## config.mk

```make
export PLATFORM = sky130hd
export DESIGN_NAME = trial_factorizer
export DESIGN_NICKNAME = d
export VERILOG_FILES = /design/src/rtl/factorizer_pkg.sv /design/src/rtl/seq_divider.sv /design/src/rtl/trial_factorizer.sv
export SDC_FILE = /design/constraint.sdc
export NUM_CORES = 1
export LEC_CHECK = 0
export ABC_AREA = 1
export BUFFER_PORTS_ARGS = -buffer_cell sky130_fd_sc_hd__clkbuf_2
export CAP_MARGIN = 20
export CORE_AREA = 3 3 103 105
export DETAILED_ROUTE_END_ITERATION = 6
export DIE_AREA = 0 0 106 108
export MAX_ROUTING_LAYER = met4
export PLACE_DENSITY_LB_ADDON = 0.3
export RECOVER_POWER = 50
export SYNTH_ARGS = -nofsm -noshare
export SYNTH_HDL_FRONTEND = slang
export SYNTH_SLANG_ARGS = --single-unit
```

## constraint.sdc

```tcl
create_clock -name clk -period 15.1 [get_ports clk]
set_input_delay 3.02 -clock clk [delete_from_list [all_inputs] [get_ports clk]]
set_output_delay 3.02 -clock clk [all_outputs]
set_load 0.1 [all_outputs]
```

## src/rtl/factorizer_pkg.sv

```systemverilog
`default_nettype none
// ============================================================================
// Module      : factorizer_pkg
// Description : Shared types and constants for the trial-division factorizer.
// Revision    : 1.0 - initial release
// ============================================================================
package factorizer_pkg;

   // Default operand / factor width of the engine.
   localparam int DEFAULT_WIDTH = 8;

   // Trial divisors run 2, 3, 5, 7, ... : the first odd divisor follows 2.
   localparam int FIRST_ODD_DIVISOR = 3;

   // Control states of the factorizer.
   typedef enum logic [2:0] {
      IDLE      = 3'd0,
      CHECK     = 3'd1,
      DIV       = 3'd2,
      EMIT      = 3'd3,
      EMIT_LAST = 3'd4
   } state_t;

endpackage
`default_nettype wire

```

## src/rtl/seq_divider.sv

```systemverilog
`default_nettype none
// ============================================================================
// Module      : seq_divider
// Description : Restoring unsigned divider, one quotient bit per cycle.
//               Produces quot/rem WIDTH cycles after start, with a
//               one-cycle done pulse. The divisor must be held stable while
//               a division is running.
// Revision    : 1.0 - initial release
// ============================================================================
module seq_divider
   import factorizer_pkg::*;
#(
   parameter int WIDTH = DEFAULT_WIDTH
) (
   input  logic             clk,
   input  logic             rst_n,
   input  logic             start_i,
   input  logic [WIDTH-1:0] dividend_i,
   input  logic [WIDTH-1:0] divisor_i,
   output logic             done_o,
   output logic [WIDTH-1:0] quot_o,
   output logic [WIDTH-1:0] rem_o
);

   localparam int CNT_W = $clog2(WIDTH + 1);

   logic             running;
   logic [CNT_W-1:0] count;
   logic [WIDTH-1:0] rem;
   logic [WIDTH-1:0] quot;
   logic [WIDTH:0]   trial;
   logic [WIDTH:0]   trial_sub;

   // Partial remainder shifted left by one, pulling in the next dividend bit.
   always_comb begin
      trial     = {rem, quot[WIDTH-1]};
      trial_sub = trial - {1'b0, divisor_i};
   end

   // Iterate one restoring step per cycle; the quotient register doubles as
   // the dividend shift register.
   always_ff @(posedge clk) begin
      if (!rst_n) begin
         running <= 1'b0;
         count   <= '0;
         rem     <= '0;
         quot    <= '0;
         done_o  <= 1'b0;
      end else begin
         done_o <= 1'b0;
         if (start_i) begin
            running <= 1'b1;
            count   <= CNT_W'(WIDTH - 1);
            rem     <= '0;
            quot    <= dividend_i;
         end else if (running) begin
            if (trial >= {1'b0, divisor_i}) begin
               rem  <= trial_sub[WIDTH-1:0];
               quot <= {quot[WIDTH-2:0], 1'b1};
            end else begin
               rem  <= trial[WIDTH-1:0];
               quot <= {quot[WIDTH-2:0], 1'b0};
            end
            if (count == '0) begin
               running <= 1'b0;
               done_o  <= 1'b1;
            end else begin
               count <= count - 1'b1;
            end
         end
      end
   end

   assign quot_o = quot;
   assign rem_o  = rem;

endmodule
`default_nettype wire

```

## src/rtl/trial_factorizer.sv

```systemverilog
`default_nettype none
// ============================================================================
// Module      : trial_factorizer
// Description : Prime factorisation by trial division. Streams the prime
//               factors of value_i in ascending order (with multiplicity)
//               over a valid/ready interface; the last factor is flagged.
// Revision    : 1.0 - initial release
// ============================================================================
module trial_factorizer
   import factorizer_pkg::*;
#(
   parameter int WIDTH = DEFAULT_WIDTH
) (
   input  logic             clk,
   input  logic             rst_n,
   input  logic             start_i,
   input  logic [WIDTH-1:0] value_i,
   output logic             busy_o,
   output logic             fac_valid_o,
   input  logic             fac_ready_i,
   output logic [WIDTH-1:0] fac_data_o,
   output logic             fac_last_o
);

   state_t             state;
   state_t             state_next;
   logic [WIDTH-1:0]   n;
   logic [WIDTH-1:0]   n_next;
   logic [WIDTH-1:0]   d;
   logic [WIDTH-1:0]   d_next;
   logic [WIDTH-1:0]   data;
   logic [WIDTH-1:0]   data_next;
   logic               div_start;
   logic               div_done;
   logic [WIDTH-1:0]   div_quot;
   logic [WIDTH-1:0]   div_rem;
   logic [2*WIDTH-1:0] d_sq;

   // Full-width square so the d*d > n test never wraps.
   assign d_sq = {{WIDTH{1'b0}}, d} * {{WIDTH{1'b0}}, d};

   seq_divider #(
      .WIDTH (WIDTH)
   ) u_divider (
      .clk        (clk),
      .rst_n      (rst_n),
      .start_i    (div_start),
      .dividend_i (n),
      .divisor_i  (d),
      .done_o     (div_done),
      .quot_o     (div_quot),
      .rem_o      (div_rem)
   );

   // Next-state and datapath updates for the trial-division loop.
   always_comb begin
      state_next = state;
      n_next     = n;
      d_next     = d;
      data_next  = data;
      div_start  = 1'b0;
      case (state)
         IDLE: begin
            if (start_i) begin
               n_next = value_i;
               d_next = WIDTH'(2);
               if (value_i < WIDTH'(2)) begin
                  data_next  = value_i;
                  state_next = EMIT_LAST;
               end else begin
                  state_next = CHECK;
               end
            end
         end
         CHECK: begin
            // Once d exceeds sqrt(n), whatever remains of n is prime.
            if (d_sq > {{WIDTH{1'b0}}, n}) begin
               data_next  = n;
               state_next = EMIT_LAST;
            end else begin
               div_start  = 1'b1;
               state_next = DIV;
            end
         end
         DIV: begin
            if (div_done) begin
               if (div_rem == '0) begin
                  data_next  = d;
                  n_next     = div_quot;
                  state_next = EMIT;
               end else begin
                  d_next     = (d == WIDTH'(2)) ? WIDTH'(FIRST_ODD_DIVISOR) : d + WIDTH'(2);
                  state_next = CHECK;
               end
            end
         end
         EMIT: begin
            if (fac_ready_i) state_next = CHECK;
         end
         EMIT_LAST: begin
            if (fac_ready_i) state_next = IDLE;
         end
         default: state_next = IDLE;
      endcase
   end

   // State, working operands and output data register.
   always_ff @(posedge clk) begin
      if (!rst_n) begin
         state <= IDLE;
         n     <= '0;
         d     <= '0;
         data  <= '0;
      end else begin
         state <= state_next;
         n     <= n_next;
         d     <= d_next;
         data  <= data_next;
      end
   end

   // Outputs decode the registered state only; ready never reaches valid.
   assign busy_o      = (state != IDLE);
   assign fac_valid_o = (state == EMIT) || (state == EMIT_LAST);
   assign fac_last_o  = (state == EMIT_LAST);
   assign fac_data_o  = data;

endmodule
`default_nettype wire

```

==> reports/results.tsv <==
stage	metric	value	unit
run_status	status	finished, final reports clean	
synthesis	ys_top_cells_by_count	nand2_1 (198), inv_1 (128), a21oi_1 (52)	
sta	slew_headroom	11.80	%
synthesis	synth.ff_latch_count	49	
floorplanning	core-area	9729	um2
synthesis	netlist_instances	727	
drt	dr.pass1.iters	5	
final_layout	area.growth.synth_to_final	4.431	%
sta	fin_ws	8.856	ns
power	internal_power	0.3610	mW
cts	cts_inserted_buffers	5	
worst_setup_path	cp-start-kind	register	
final_layout	nets	819	
cts	clockBufferDepth	2	
cts	tritoncts	yes	
drt	first_iter_violations	254	
drt	num_vias	4570	
worst_setup_path	ff2ff_path_depth	25	
power	p_seq_share	24.7	%
worst_setup_path	rr_startpoint	d[4]	
cts	clock-sinks	49	
drt	vias_per_cell	5.265	
worst_setup_path	critical_path_arrival	6.43	ns
power	p_leak	2.722	nW
synthesis	synth_edf_count	0	
min_path	worstHoldStart	fac_data_o[6]	
synthesis	yosysMostFrequentCell	nand2_1	
cts	cts_htree_levels	2	
floorplanning	io_pins	23	
worst_setup_path	worstReg2RegEnd	u_divider.rem_o[1]	
min_path	hold_depth	2	
sta	rsz0062_at_grt	false	
floorplanning	rows	36	
cts	clk_latency	0.30	ns
synthesis	yosys_warnings	0	
placement	place_ws	9.727	ns
power	combPwrFrac	66.0	%
floorplanning	dieWidth	106	um
worst_setup_path	startpoint	d[4]	
run	cap_viol_max_count	0	
sta	clock_skew	0.006558	ns
worst_setup_path	r2r_slack	8.86	ns
global_route	antenna_found_initial	0	
power	p_sw_share	57.46	%
power	peakVddDrop	124.5	uV
synthesis	async_flop_share	0	%
cts	ctsResizeCount	0	
synthesis	syn_area_per_cell	6.681	um2
sta	tns	0	ns
placement	place_area	5029	um2
floorplanning	die-height	108	um
final_layout	fin_area	5072	um2
min_path	worstHoldEndpoint	fac_data_o[6]	
synthesis	synth_cell_types	41	
power	p_total	0.8486	mW
final_layout	seq_area	980.9	um2
drt	post_drt_wl_per_cell	13.18	um
sta	timing.final.crit_share	41.35	%
cts	ctsHoldBuffers	0	
final_layout	drive_above_1_share	4.898	%
drt	postRouteAntennaNets	0	
power	p_clk_share	9.3	%
floorplanning	die-area	11450	um2
min_path	min_path_type	register to register	
global_route	grt_pass1_wl	19.75	mm
final_layout	diodes	0	
power	switching_power	0.4876	mW
synthesis	synth_flop_cell	dfxtp_1	
worst_setup_path	end_kind	register	
placement	dp_hpwl	9.154	mm
cts	root_buffer	clkbuf_8	
placement	portBuffers	22	
sta	hold_viol	0	
synthesis	yosysTopAreaCell	dfxtp_1	
final_layout	fillerInstances	1008	
global_route	grt_max_degree	32	
sta	tightest_slew	1.313	ns
power	powerDensity	167.3	nW/um2
sta	layout_min_cycle_time	6.244	ns
synthesis	syn_area	4857	um2
sta	setup_viol	0	
worst_setup_path	cp_max_fo	31	
worst_setup_path	path_class	register to register	
global_route	groute.usage.overall	21.33	%
synthesis	synthTopCellsByArea	dfxtp_1 (20%), nand2_1 (15%), ha_1 (12%)	
drt	finalWirelength	11.44	mm
synthesis	synth.top_cell.area_share	20.20	%
cts	cts_setup_buffers	0	
global_route	grt_overflow	0	
global_route	grt_pass1_vias	4348	
cts	clk_pin_slew_worst_paths	0.10	ns
sta	fmax	0.1602	GHz
worst_setup_path	cp.required	15.28	ns
sta	slew_viol_final	0	
placement	place_congestion	0.8726	
drt	drc	0	
floorplanning	start_util	49.92	%
synthesis	seq_area_frac_synth	20.20	%
synthesis	synth_nets	812	
final_layout	multiInputGateArea	3243	um2
## per-stage QoR
stage                     hold slack (ns)  cells  util [%]
final                              0.4737    868     52.13
after global routing               0.4977    868     52.13
after CTS                          0.4804    868     52.58
after detailed placement           0.4576    860     51.68
after global placement             0.4533    860     51.68
after floorplan                    0.4592    727         -
## metal layers
metal  vias to the layer above  GRT usage (%)  share of wire (%)
li1                       2321              -                  -
met2                       145          35.15                 47
met3                        24          3.881                6.8
met5                         -              -                  0
met4                         0          4.718                1.8
met1                      2080          27.60                 45
## power groups by stage
stage | sequential [mW] | clock [mW] | combinational, mW
after detailed placement | 0.212 | 0 | 0.564
after global placement | 0.211 | 0 | 0.548
after global routing | 0.216 | 0.0832 | 0.628
after floorplan | 0.266 | 0 | 0.414
after CTS | 0.209 | 0.0793 | 0.566
final | 0.210 | 0.0789 | 0.560
## final cells by class
cell class	instances	share of cell area [%]
multi-input cells	523	63.94
flip-flops and latches	49	19.34
inverters	133	9.842
well taps	133	3.281
repair buffers	22	1.875
clock buffers	6	1.431
clock inverters	2	0.2960
## cell families (layout without fill, tap and decap cells)
family                     Yosys count  count (layout)  share of synthesized area, %
AOI/OAI and AO/OA                   97              97                         10.90
xor gates and xnor gates            16              16                         2.885
adders and majority gates           73              73                         22.82
and+or+nand+nor                    337             337                         30.76
buffers and inverters              155             163                         12.44
DFF                                 49              49                         20.20
## placed cells by master, fill, tap and decap left out, types with 2 or more instances in the layout
| cell type | netlist | final |
|---|---|---|
| nor2_1 | 50 | 51 |
| or2_2 | 4 | 4 |
| nand4_1 | 17 | 18 |
| nand2_1 | 198 | 199 |
| a31oi_1 | 9 | 9 |
| inv_2 | 4 | 4 |
| xor2_1 | 11 | 11 |
| clkbuf_1 | 15 | 13 |
| inv_1 | 128 | 128 |
| xnor2_1 | 5 | 5 |
| nand3b_1 | 3 | 3 |
| a22oi_1 | 4 | 4 |
| nand2_2 | 3 | 2 |
| ha_1 | 47 | 47 |
| clkinvlp_4 | 0 | 2 |
| clkbuf_2 | 0 | 10 |
| nor4_1 | 5 | 5 |
| nand3_1 | 38 | 38 |
| nor3_1 | 4 | 5 |
| o22ai_1 | 8 | 8 |
| o21ai_0 | 18 | 20 |
| clkbuf_8 | 0 | 5 |
| nor2_2 | 5 | 4 |
| a21oi_1 | 52 | 53 |
| dfxtp_1 | 49 | 49 |
| fa_1 | 26 | 26 |
| nand3_2 | 3 | 3 |
## state kept, by name, summed over array words and instances, names as in the netlist
register and cells:
d 8, u_divider.quot_o 8, fac_data_o 8, u_divider.done_o 1
u_divider.rem_o 8, u_divider.running 1, n 8, u_divider.count 4
state 3
## worst max-delay path: stages (launching register included)
cell     delay [ns]
dfxtp_1        0.59
nand2_1        0.16
inv_1          0.12
ha_1           0.24
xor2_1         0.17
ha_1           0.29
inv_1          0.06
fa_1           0.50
fa_1           0.54
inv_1          0.04
ha_1           0.36
nand2_1        0.12
nand3_2        0.12
xor2_1         0.16
ha_1           0.32
nand4_1        0.10
inv_1          0.08
nand2_1        0.05
nor2_1         0.08
inv_1          0.04
nand2_1        0.05
nand2_1        0.06
nor2_1         0.16
nand4_1        0.99
nand2_2        0.61
nor2_1         0.09
## worst max path at each step
stage | to | slack [ns] | cells past startpoint
6_report | u_divider.rem_o[1] | 8.86 | 25
3_5_place_dp | fac_data_o[3] | 9.73 | 27
3_3_place_gp | fac_data_o[1] | 9.93 | 25
5_1_grt | u_divider.rem_o[2] | 8.30 | 24
2_1_floorplan | fac_valid_o | 8.70 | 3
4_1_cts | fac_data_o[3] | 9.70 | 27
No activity file was read; power rests on OpenSTA's default activity.
